[src/rtl/ordena_frame_loader_pkg.sv]
// Shared types and constants for the ordener2 front end.
// The frame loader and the sorter wrapper both import this package.
package ordena_pkg;

    localparam int DATA_W = 8;
    localparam int N_ELEM = 8;
    localparam int CNT_W  = 3;

    typedef logic [DATA_W-1:0] elem_t;

    typedef enum logic {
        FILL = 1'b0,
        FULL = 1'b1
    } loader_state_t;

    // Max value, so padding lands at the top of an ascending sort.
    localparam elem_t PAD_VAL_DEFAULT = '1;

endpackage : ordena_pkg

[src/rtl/ordena_frame_loader_if.sv]
// Serial-in / frame-out bus of the ordena frame loader.
// Modport master is the producer/consumer side; modport slave is the loader.
interface ordena_frame_loader_if #(
    parameter int DATA_W = ordena_pkg::DATA_W
);
    // Handshake rule for both channels: a transfer happens on a rising clk
    // edge where valid && ready are both 1. A source keeps valid and its
    // payload stable until the transfer; ready may change at any time.
    logic              in_valid;
    logic              in_ready;
    logic [DATA_W-1:0] in_data;
    logic              in_last;

    logic              out_valid;
    logic              out_ready;
    logic [DATA_W-1:0] a, b, c, d, e, f, g, h;
    logic [3:0]        frame_len;

    modport master (
        output in_valid, in_data, in_last, out_ready,
        input  in_ready, out_valid, a, b, c, d, e, f, g, h, frame_len
    );

    modport slave (
        input  in_valid, in_data, in_last, out_ready,
        output in_ready, out_valid, a, b, c, d, e, f, g, h, frame_len
    );

endinterface : ordena_frame_loader_if

[src/rtl/ordena_frame_loader.sv]
// Packs a serial element stream into 8-slot frames for the ordener2 sorter,
// padding short frames with PAD_VAL and holding each frame until released.
module ordena_frame_loader
    import ordena_pkg::*;
#(
    parameter int                DATA_W  = ordena_pkg::DATA_W,
    parameter logic [DATA_W-1:0] PAD_VAL = DATA_W'(PAD_VAL_DEFAULT)
) (
    input  logic                     clk,
    input  logic                     rst_n,
    input  logic                     flush,
    ordena_frame_loader_if.slave     bus,
    output loader_state_t            state_o,
    output logic [CNT_W-1:0]         count_o
);

    loader_state_t     state_q, state_d;
    logic [CNT_W-1:0]  count_q, count_d;
    logic [3:0]        frame_len_q, frame_len_d;
    logic [DATA_W-1:0] slot_q [N_ELEM];
    logic [DATA_W-1:0] slot_d [N_ELEM];

    logic in_ready;
    logic accept;
    logic release_frame;
    logic closing;

    // in_ready is the only combinational output; in FULL it mirrors out_ready
    // so a new element can enter in the same cycle the old frame leaves.
    always_comb begin
        in_ready = 1'b0;
        if (rst_n) begin
            in_ready = (state_q == FILL) ? 1'b1 : bus.out_ready;
        end
    end

    assign accept        = bus.in_valid && in_ready;
    assign release_frame = (state_q == FULL) && bus.out_ready;
    assign closing       = bus.in_last || (count_q == CNT_W'(N_ELEM - 1));

    always_comb begin
        state_d     = state_q;
        count_d     = count_q;
        frame_len_d = frame_len_q;
        for (int i = 0; i < N_ELEM; i++) begin
            slot_d[i] = slot_q[i];
        end

        if (flush) begin
            state_d     = FILL;
            count_d     = '0;
            frame_len_d = '0;
        end else begin
            unique case (state_q)
                FILL: begin
                    if (accept) begin
                        slot_d[count_q] = bus.in_data;
                        if (closing) begin
                            for (int i = 0; i < N_ELEM; i++) begin
                                if (i > int'(count_q)) begin
                                    slot_d[i] = PAD_VAL;
                                end
                            end
                            frame_len_d = {1'b0, count_q} + 4'd1;
                            count_d     = '0;
                            state_d     = FULL;
                        end else begin
                            count_d = count_q + CNT_W'(1);
                        end
                    end
                end
                FULL: begin
                    if (release_frame) begin
                        if (accept) begin
                            // Consumer samples the old slots this cycle, so
                            // overwriting slot 0 on the same edge is safe.
                            slot_d[0] = bus.in_data;
                            if (bus.in_last) begin
                                for (int i = 1; i < N_ELEM; i++) begin
                                    slot_d[i] = PAD_VAL;
                                end
                                frame_len_d = 4'd1;
                                count_d     = '0;
                                state_d     = FULL;
                            end else begin
                                count_d = CNT_W'(1);
                                state_d = FILL;
                            end
                        end else begin
                            count_d = '0;
                            state_d = FILL;
                        end
                    end
                end
                default: begin
                    state_d = FILL;
                    count_d = '0;
                end
            endcase
        end
    end

    always_ff @(posedge clk) begin
        if (!rst_n) begin
            state_q     <= FILL;
            count_q     <= '0;
            frame_len_q <= '0;
            for (int i = 0; i < N_ELEM; i++) begin
                slot_q[i] <= '0;
            end
        end else begin
            state_q     <= state_d;
            count_q     <= count_d;
            frame_len_q <= frame_len_d;
            for (int i = 0; i < N_ELEM; i++) begin
                slot_q[i] <= slot_d[i];
            end
        end
    end

    assign bus.in_ready  = in_ready;
    assign bus.out_valid = (state_q == FULL);
    assign bus.frame_len = frame_len_q;
    assign bus.a         = slot_q[0];
    assign bus.b         = slot_q[1];
    assign bus.c         = slot_q[2];
    assign bus.d         = slot_q[3];
    assign bus.e         = slot_q[4];
    assign bus.f         = slot_q[5];
    assign bus.g         = slot_q[6];
    assign bus.h         = slot_q[7];

    assign state_o = state_q;
    assign count_o = count_q;

endmodule : ordena_frame_loader

[src/flat_wrapper.sv]
// flat-port wrapper written by rule: the top's interface ports become plain ports
module ordena_frame_loader_flat import ordena_pkg::*;
#(
    parameter int                DATA_W  = ordena_pkg::DATA_W,
    parameter logic [DATA_W-1:0] PAD_VAL = DATA_W'(PAD_VAL_DEFAULT)
)
  (clk, rst_n, flush, state_o, count_o, bus_in_valid, bus_in_data, bus_in_last, bus_out_ready, bus_in_ready, bus_out_valid, bus_a, bus_b, bus_c, bus_d, bus_e, bus_f, bus_g, bus_h, bus_frame_len);
  ordena_frame_loader_if #(.DATA_W(DATA_W)) bus_i ();
  input  logic clk;
  input  logic rst_n;
  input  logic flush;
  output loader_state_t state_o;
  output logic [CNT_W-1:0] count_o;
  input wire logic [$bits(bus_i.in_valid)-1:0] bus_in_valid;
  input wire logic [$bits(bus_i.in_data)-1:0] bus_in_data;
  input wire logic [$bits(bus_i.in_last)-1:0] bus_in_last;
  input wire logic [$bits(bus_i.out_ready)-1:0] bus_out_ready;
  output wire logic [$bits(bus_i.in_ready)-1:0] bus_in_ready;
  output wire logic [$bits(bus_i.out_valid)-1:0] bus_out_valid;
  output wire logic [$bits(bus_i.a)-1:0] bus_a;
  output wire logic [$bits(bus_i.b)-1:0] bus_b;
  output wire logic [$bits(bus_i.c)-1:0] bus_c;
  output wire logic [$bits(bus_i.d)-1:0] bus_d;
  output wire logic [$bits(bus_i.e)-1:0] bus_e;
  output wire logic [$bits(bus_i.f)-1:0] bus_f;
  output wire logic [$bits(bus_i.g)-1:0] bus_g;
  output wire logic [$bits(bus_i.h)-1:0] bus_h;
  output wire logic [$bits(bus_i.frame_len)-1:0] bus_frame_len;
  assign bus_i.in_valid = bus_in_valid;
  assign bus_i.in_data = bus_in_data;
  assign bus_i.in_last = bus_in_last;
  assign bus_i.out_ready = bus_out_ready;
  assign bus_in_ready = bus_i.in_ready;
  assign bus_out_valid = bus_i.out_valid;
  assign bus_a = bus_i.a;
  assign bus_b = bus_i.b;
  assign bus_c = bus_i.c;
  assign bus_d = bus_i.d;
  assign bus_e = bus_i.e;
  assign bus_f = bus_i.f;
  assign bus_g = bus_i.g;
  assign bus_h = bus_i.h;
  assign bus_frame_len = bus_i.frame_len;
  ordena_frame_loader #(.DATA_W(DATA_W), .PAD_VAL(PAD_VAL)) u_core (.clk(clk), .rst_n(rst_n), .flush(flush), .bus(bus_i), .state_o(state_o), .count_o(count_o));
endmodule
[config.mk]
export PLATFORM = sky130hd
export DESIGN_NAME = ordena_frame_loader_flat
export DESIGN_NICKNAME = d
export VERILOG_FILES = /design/src/rtl/ordena_frame_loader_pkg.sv /design/src/rtl/ordena_frame_loader_if.sv /design/src/rtl/ordena_frame_loader.sv /design/src/flat_wrapper.sv
export SDC_FILE = /design/constraint.sdc
export NUM_CORES = 1
export LEC_CHECK = 0
export ABC_AREA = 1
export CORE_MARGIN = 2
export CORE_UTILIZATION = 50
export DETAILED_ROUTE_END_ITERATION = 6
export HOLD_SLACK_MARGIN = 0.03
export PLACE_DENSITY_LB_ADDON = 0.25
export REMOVE_ABC_BUFFERS = 1
export SYNTH_ARGS = -nofsm -noshare
export SYNTH_HDL_FRONTEND = slang
export SYNTH_SLANG_ARGS = --single-unit
[constraint.sdc]
create_clock -name clk -period 5.35 [get_ports clk]
set_input_delay 0.8025 -clock clk [delete_from_list [all_inputs] [get_ports clk]]
set_output_delay 0.8025 -clock clk [all_outputs]
set_load 0.05 [all_outputs]
# Yosys cells after proc, flatten, opt, wreduce, memory -nomap -nowiden
# Memory sizes are Yosys's and may differ from the RTL's.
# Cells that the tools add are included.
# word_totals
output_inout_bits,74
inputBits,14
mem_bits_rw,64
n_memories,1
ff_bits,8
wordCells,86
# op_classes
n_mux,47
bitwise_logic,11
eq_ne,6
magnitude_cmp,9
add_sub_neg,2
n_reduce_logical,7
# mem_list
memory,depth,width,rd,rd_clocked_by_memory_dff,write_ports,line,source
u_core.slot_q,8,8,8,0,8,ordena_frame_loader.sv:20,logic [DATA_W-1:0] slot_q [N_ELEM];
# op_table
op,n
64-bit two-way mux,4
8-bit two-way mux,16
64-bit one-hot mux with 2 select lines,1
56-bit two-way mux,2
64-bit bitwise mux,1
8-bit demux with 3-bit select,1
4-bit two-way mux,5
"3-bit > comparator, first input constant",4
1-bit two-way mux,11
3-bit two-way mux,3
1-bit OR,8
4-bit one-hot mux with 2 select lines,1
"2-bit by 3-bit > comparator with 1-bit output, first input constant",2
"2-bit != test, second input constant",3
3-bit one-hot mux with 2 select lines,1
5-bit AND reduction,1
"3-bit by 1-bit adder with 4-bit output, second input constant",1
"4-bit >= comparator, second input constant",1
"4-bit by 1-bit < comparator with 1-bit output, second input constant",1
"2-bit by 1-bit != test with 1-bit output, second input constant",2
3-bit NOT with 4-bit output,1
"3-bit by 1-bit adder with 3-bit output, second input constant",1
"3-bit == test, second input constant",1
"1-bit by 3-bit > comparator with 1-bit output, first input constant",1
6 further kinds,9

# Depth between registers and ports, before layout
# depth
word_depth,12
depth_mapped,11
mapped_depth_nobuf,10

# Least setup slack after synthesis
# OpenSTA, ideal clock, no wires.
# synth_path
path_type,in2out
startpoint,input rst_n
endpoint,output bus_in_ready
path_stages,4
setup_slack_ns,2.563
arrival_time_ns,1.985
cell_sequence,buf_2 inv_1 clkbuf_1 a21oi_1
# synth_via
elab_chain_len,1
# synth_lines
element,line,source
"start, declared",flat_wrapper.sv:10,input logic rst_n;
1-bit two-way mux,ordena_frame_loader.sv:32,if (rst_n) begin
"end, declared",flat_wrapper.sv:18,output wire logic [$bits(bus_i.in_ready)-1:0] bus_in_ready;
# Every way passes these cells.

# Worst setup path in the final report
# layout_path
startpoint,input bus_out_ready
endpoint,output bus_in_ready
# layout_via
elab_chain_len,2
# layout_lines
element,line,source
"start, declared",flat_wrapper.sv:17,input wire logic [$bits(bus_i.out_ready)-1:0] bus_out_ready;
1-bit two-way mux,ordena_frame_loader.sv:33,in_ready = (state_q == FILL) ? 1'b1 : bus.out_ready;
1-bit two-way mux,ordena_frame_loader.sv:32,
# Every way passes these cells.

==> flow_summary.yaml <==
outcome:
  status: "finished clean"
final_layout:
  final_cell_area_um2: 4620
  final_util: 0.672
  area_growth_pct: 29.1
  most-common-layout-cells: "148 x nand2_1, 101 x nand3_1, 86 x clkdlybuf4s50_1, 72 x dfxtp_1, 65 x inv_1"
  nets: 600
  drive_gt1_frac: 0.0765
  mostFrequentLayoutCell: "nand2_1"
  diodes: 0
pwr:
  leakage_uw: 0.00219
  powerDensity_nw_per_um2: 268
  p_total_uw: 1240
  ir_worst_vdd_mv: 0.153
sta:
  finalCritPeriodShare: 0.581
  fin_skew_ps: 5.54
  tns_ps: 0
  rsz0062_at_grt: "no"
  worstMarginPinSlew_ps: 868
  fmax_mhz: 322
  min_period_ps: 3110
  slew_headroom: 0.420
  finalSetupViolCount: 0
  drv_slew: 0
  final.setup.worst_slack_ps: 2240
  hold_viol: 0
worst_setup_path:
  required_ps: 4550
  cp-start-kind: "input port"
  critPathKind: "input port to output pin"
  crit_arrival_ps: 2310
  reg2reg_depth: 7
  worst-r2r-setup-slack_ps: 2890
  critPathLaunch: "bus_out_ready"
  critPathMaxFanout: 2
  crit_path_end_kind: "output pin"
  reg2reg_from: "u_core.bus.out_valid"
global_routing:
  grt-ovfl-total: 0
  grt_pass1_vias: 3388
  grt_max_degree: 57
  grt_pass1_wl_um: 16000
  antenna_found_initial: 0
  grt_usage: 0.262
detailed_routing:
  viasPerCell: 5.31
  wl_per_cell_um: 14.4
  ant_nets: 0
  drt-initial-drc-count: 363
  drt_first_pass_iters: 5
  drt-total-wl_um: 9880
  via_count: 3629
  drc: 0
floorplan:
  initial_core_util: 0.521
  dieArea_um2: 7840
  pin_count: 88
  core_area_um2: 6870
  die_h_um: 88.6
  rows: 30
  die_w_um: 88.6
place:
  place_hpwl_um: 6570
  buffer_ports.inserted: 87
  place_area_um2: 4400
  gp_congestion: 0.864
  pre_cts_ws_ps: 2220
yosys:
  synthDominantCellAreaShare: 0.403
  synth_xor_xnor_area_share: 0
  synth_cells: 512
  yosysSeqAreaShare: 0.403
  yosys.area_share.simple: 0.398
  ys_ff_latch: 72
  synth.area.mux_share: 0
  synth_cell_type_count: 30
  synth_area_leader_cell: "dfxtp_1"
  synth_top_family_by_area: "simple AND/OR/NAND/NOR gates"
  syn_area_um2: 3580
  avgSynthCellArea_um2: 6.98
  yosysWarningCount: 0
  synth_area_leaders: "dfxtp_1 40%, nand2_1 16%, nand3_1 14%"
  synthAdderAreaFrac: 0.0105
  synth_compound_area_frac: 0.0672
clock_tree:
  clk_pin_slew_ps: 80
  clock_path_buffers: 2
  htree_levels: 3
  cts_root_buf: "clkbuf_8"
  cts.sinks: 72
  cts.repair.resized: 0
  cts_setup_buffers: 0
  hold_buffers: 0
  clk_latency_ps: 350
  cts_tree: "yes"
  cts_made_buffers: 9
hold_path:
  hold_start: "u_core.bus.frame_len[0]"
  min_path_cells: 2
  hp-class: "flip-flop to flip-flop"
job:
  cap_violations: 0
## through the flow
| step | hold WS (ps) | cells |
|---|---|---|
| floorplan | 658 | 483 |
| global placement | 432 | 668 |
| detailed placement | 437 | 668 |
| CTS | 450 | 684 |
| global route | 486 | 684 |
| finish | 455 | 684 |
## worst paths after layout
check,endpoint
hold / removal,u_core.bus.frame_len[0]
hold reg to reg,u_core.bus.frame_len[0]
setup reg to reg,u_core.slot_q[1][20]
setup / recovery,bus_in_ready
## synth_stat cells
cell type	number
a21oi_1	20
a21oi_2	1
a31oi_1	1
buf_1	3
buf_2	5
buf_4	10
buf_6	3
clkbuf_1	8
clkinv_1	1
dfxtp_1	72
ha_1	3
inv_1	65
inv_2	3
nand2_1	148
nand2_2	2
nand2_4	2
nand3_1	101
nand3_2	7
nand3_4	1
nand3b_4	1
nand4_1	3
nand4_4	1
nor2_1	24
nor2_2	2
nor2_4	3
nor3_2	1
nor3_4	2
o2111ai_1	8
o21ai_0	9
o21ai_1	2
## metal layers
metal / part of all wire / track usage
met2: 0.46 / 0.408
met1: 0.45 / 0.359
met5: 0 / 0
met3: 0.061 / 0.0326
met4: 0.030 / 0.128
## critical path: stages
cell and delay [ps]:
clkdlybuf4s50_1 480, inv_1 80, a21oi_1 130, clkdlybuf4s50_1 820
## state kept, by name (all words and copies together), names as in the netlist
name / count
u_core.bus.out_valid: 1
u_core.slot_q: 64
u_core.count_o: 3
u_core.bus.frame_len: 4
## report_power, final
group	internal [uW]	switching, uW
combinational	65.1	143
clock	254	207
sequential	555	12.8
total	874	363
## kinds of logic (layout without fill, tap and decap cells)
family | Yosys count | in the layout
compound gates | 41 | 41
fa+ha+maj | 3 | 3
buf+inv | 98 | 174
flops | 72 | 72
simple gates | 298 | 298
## final cells by class
class / instances / area [um^2]
Fill cell: 615 / 2250
Clock buffer: 12 / 165
Timing Repair Buffer: 89 / 881
Multi-Input combinational cell: 342 / 1700
Clock inverter: 4 / 51.3
Tap cell: 96 / 120
Sequential cell: 72 / 1440
Inverter: 69 / 259
Note: power is estimated with default switching activity, not from simulation.
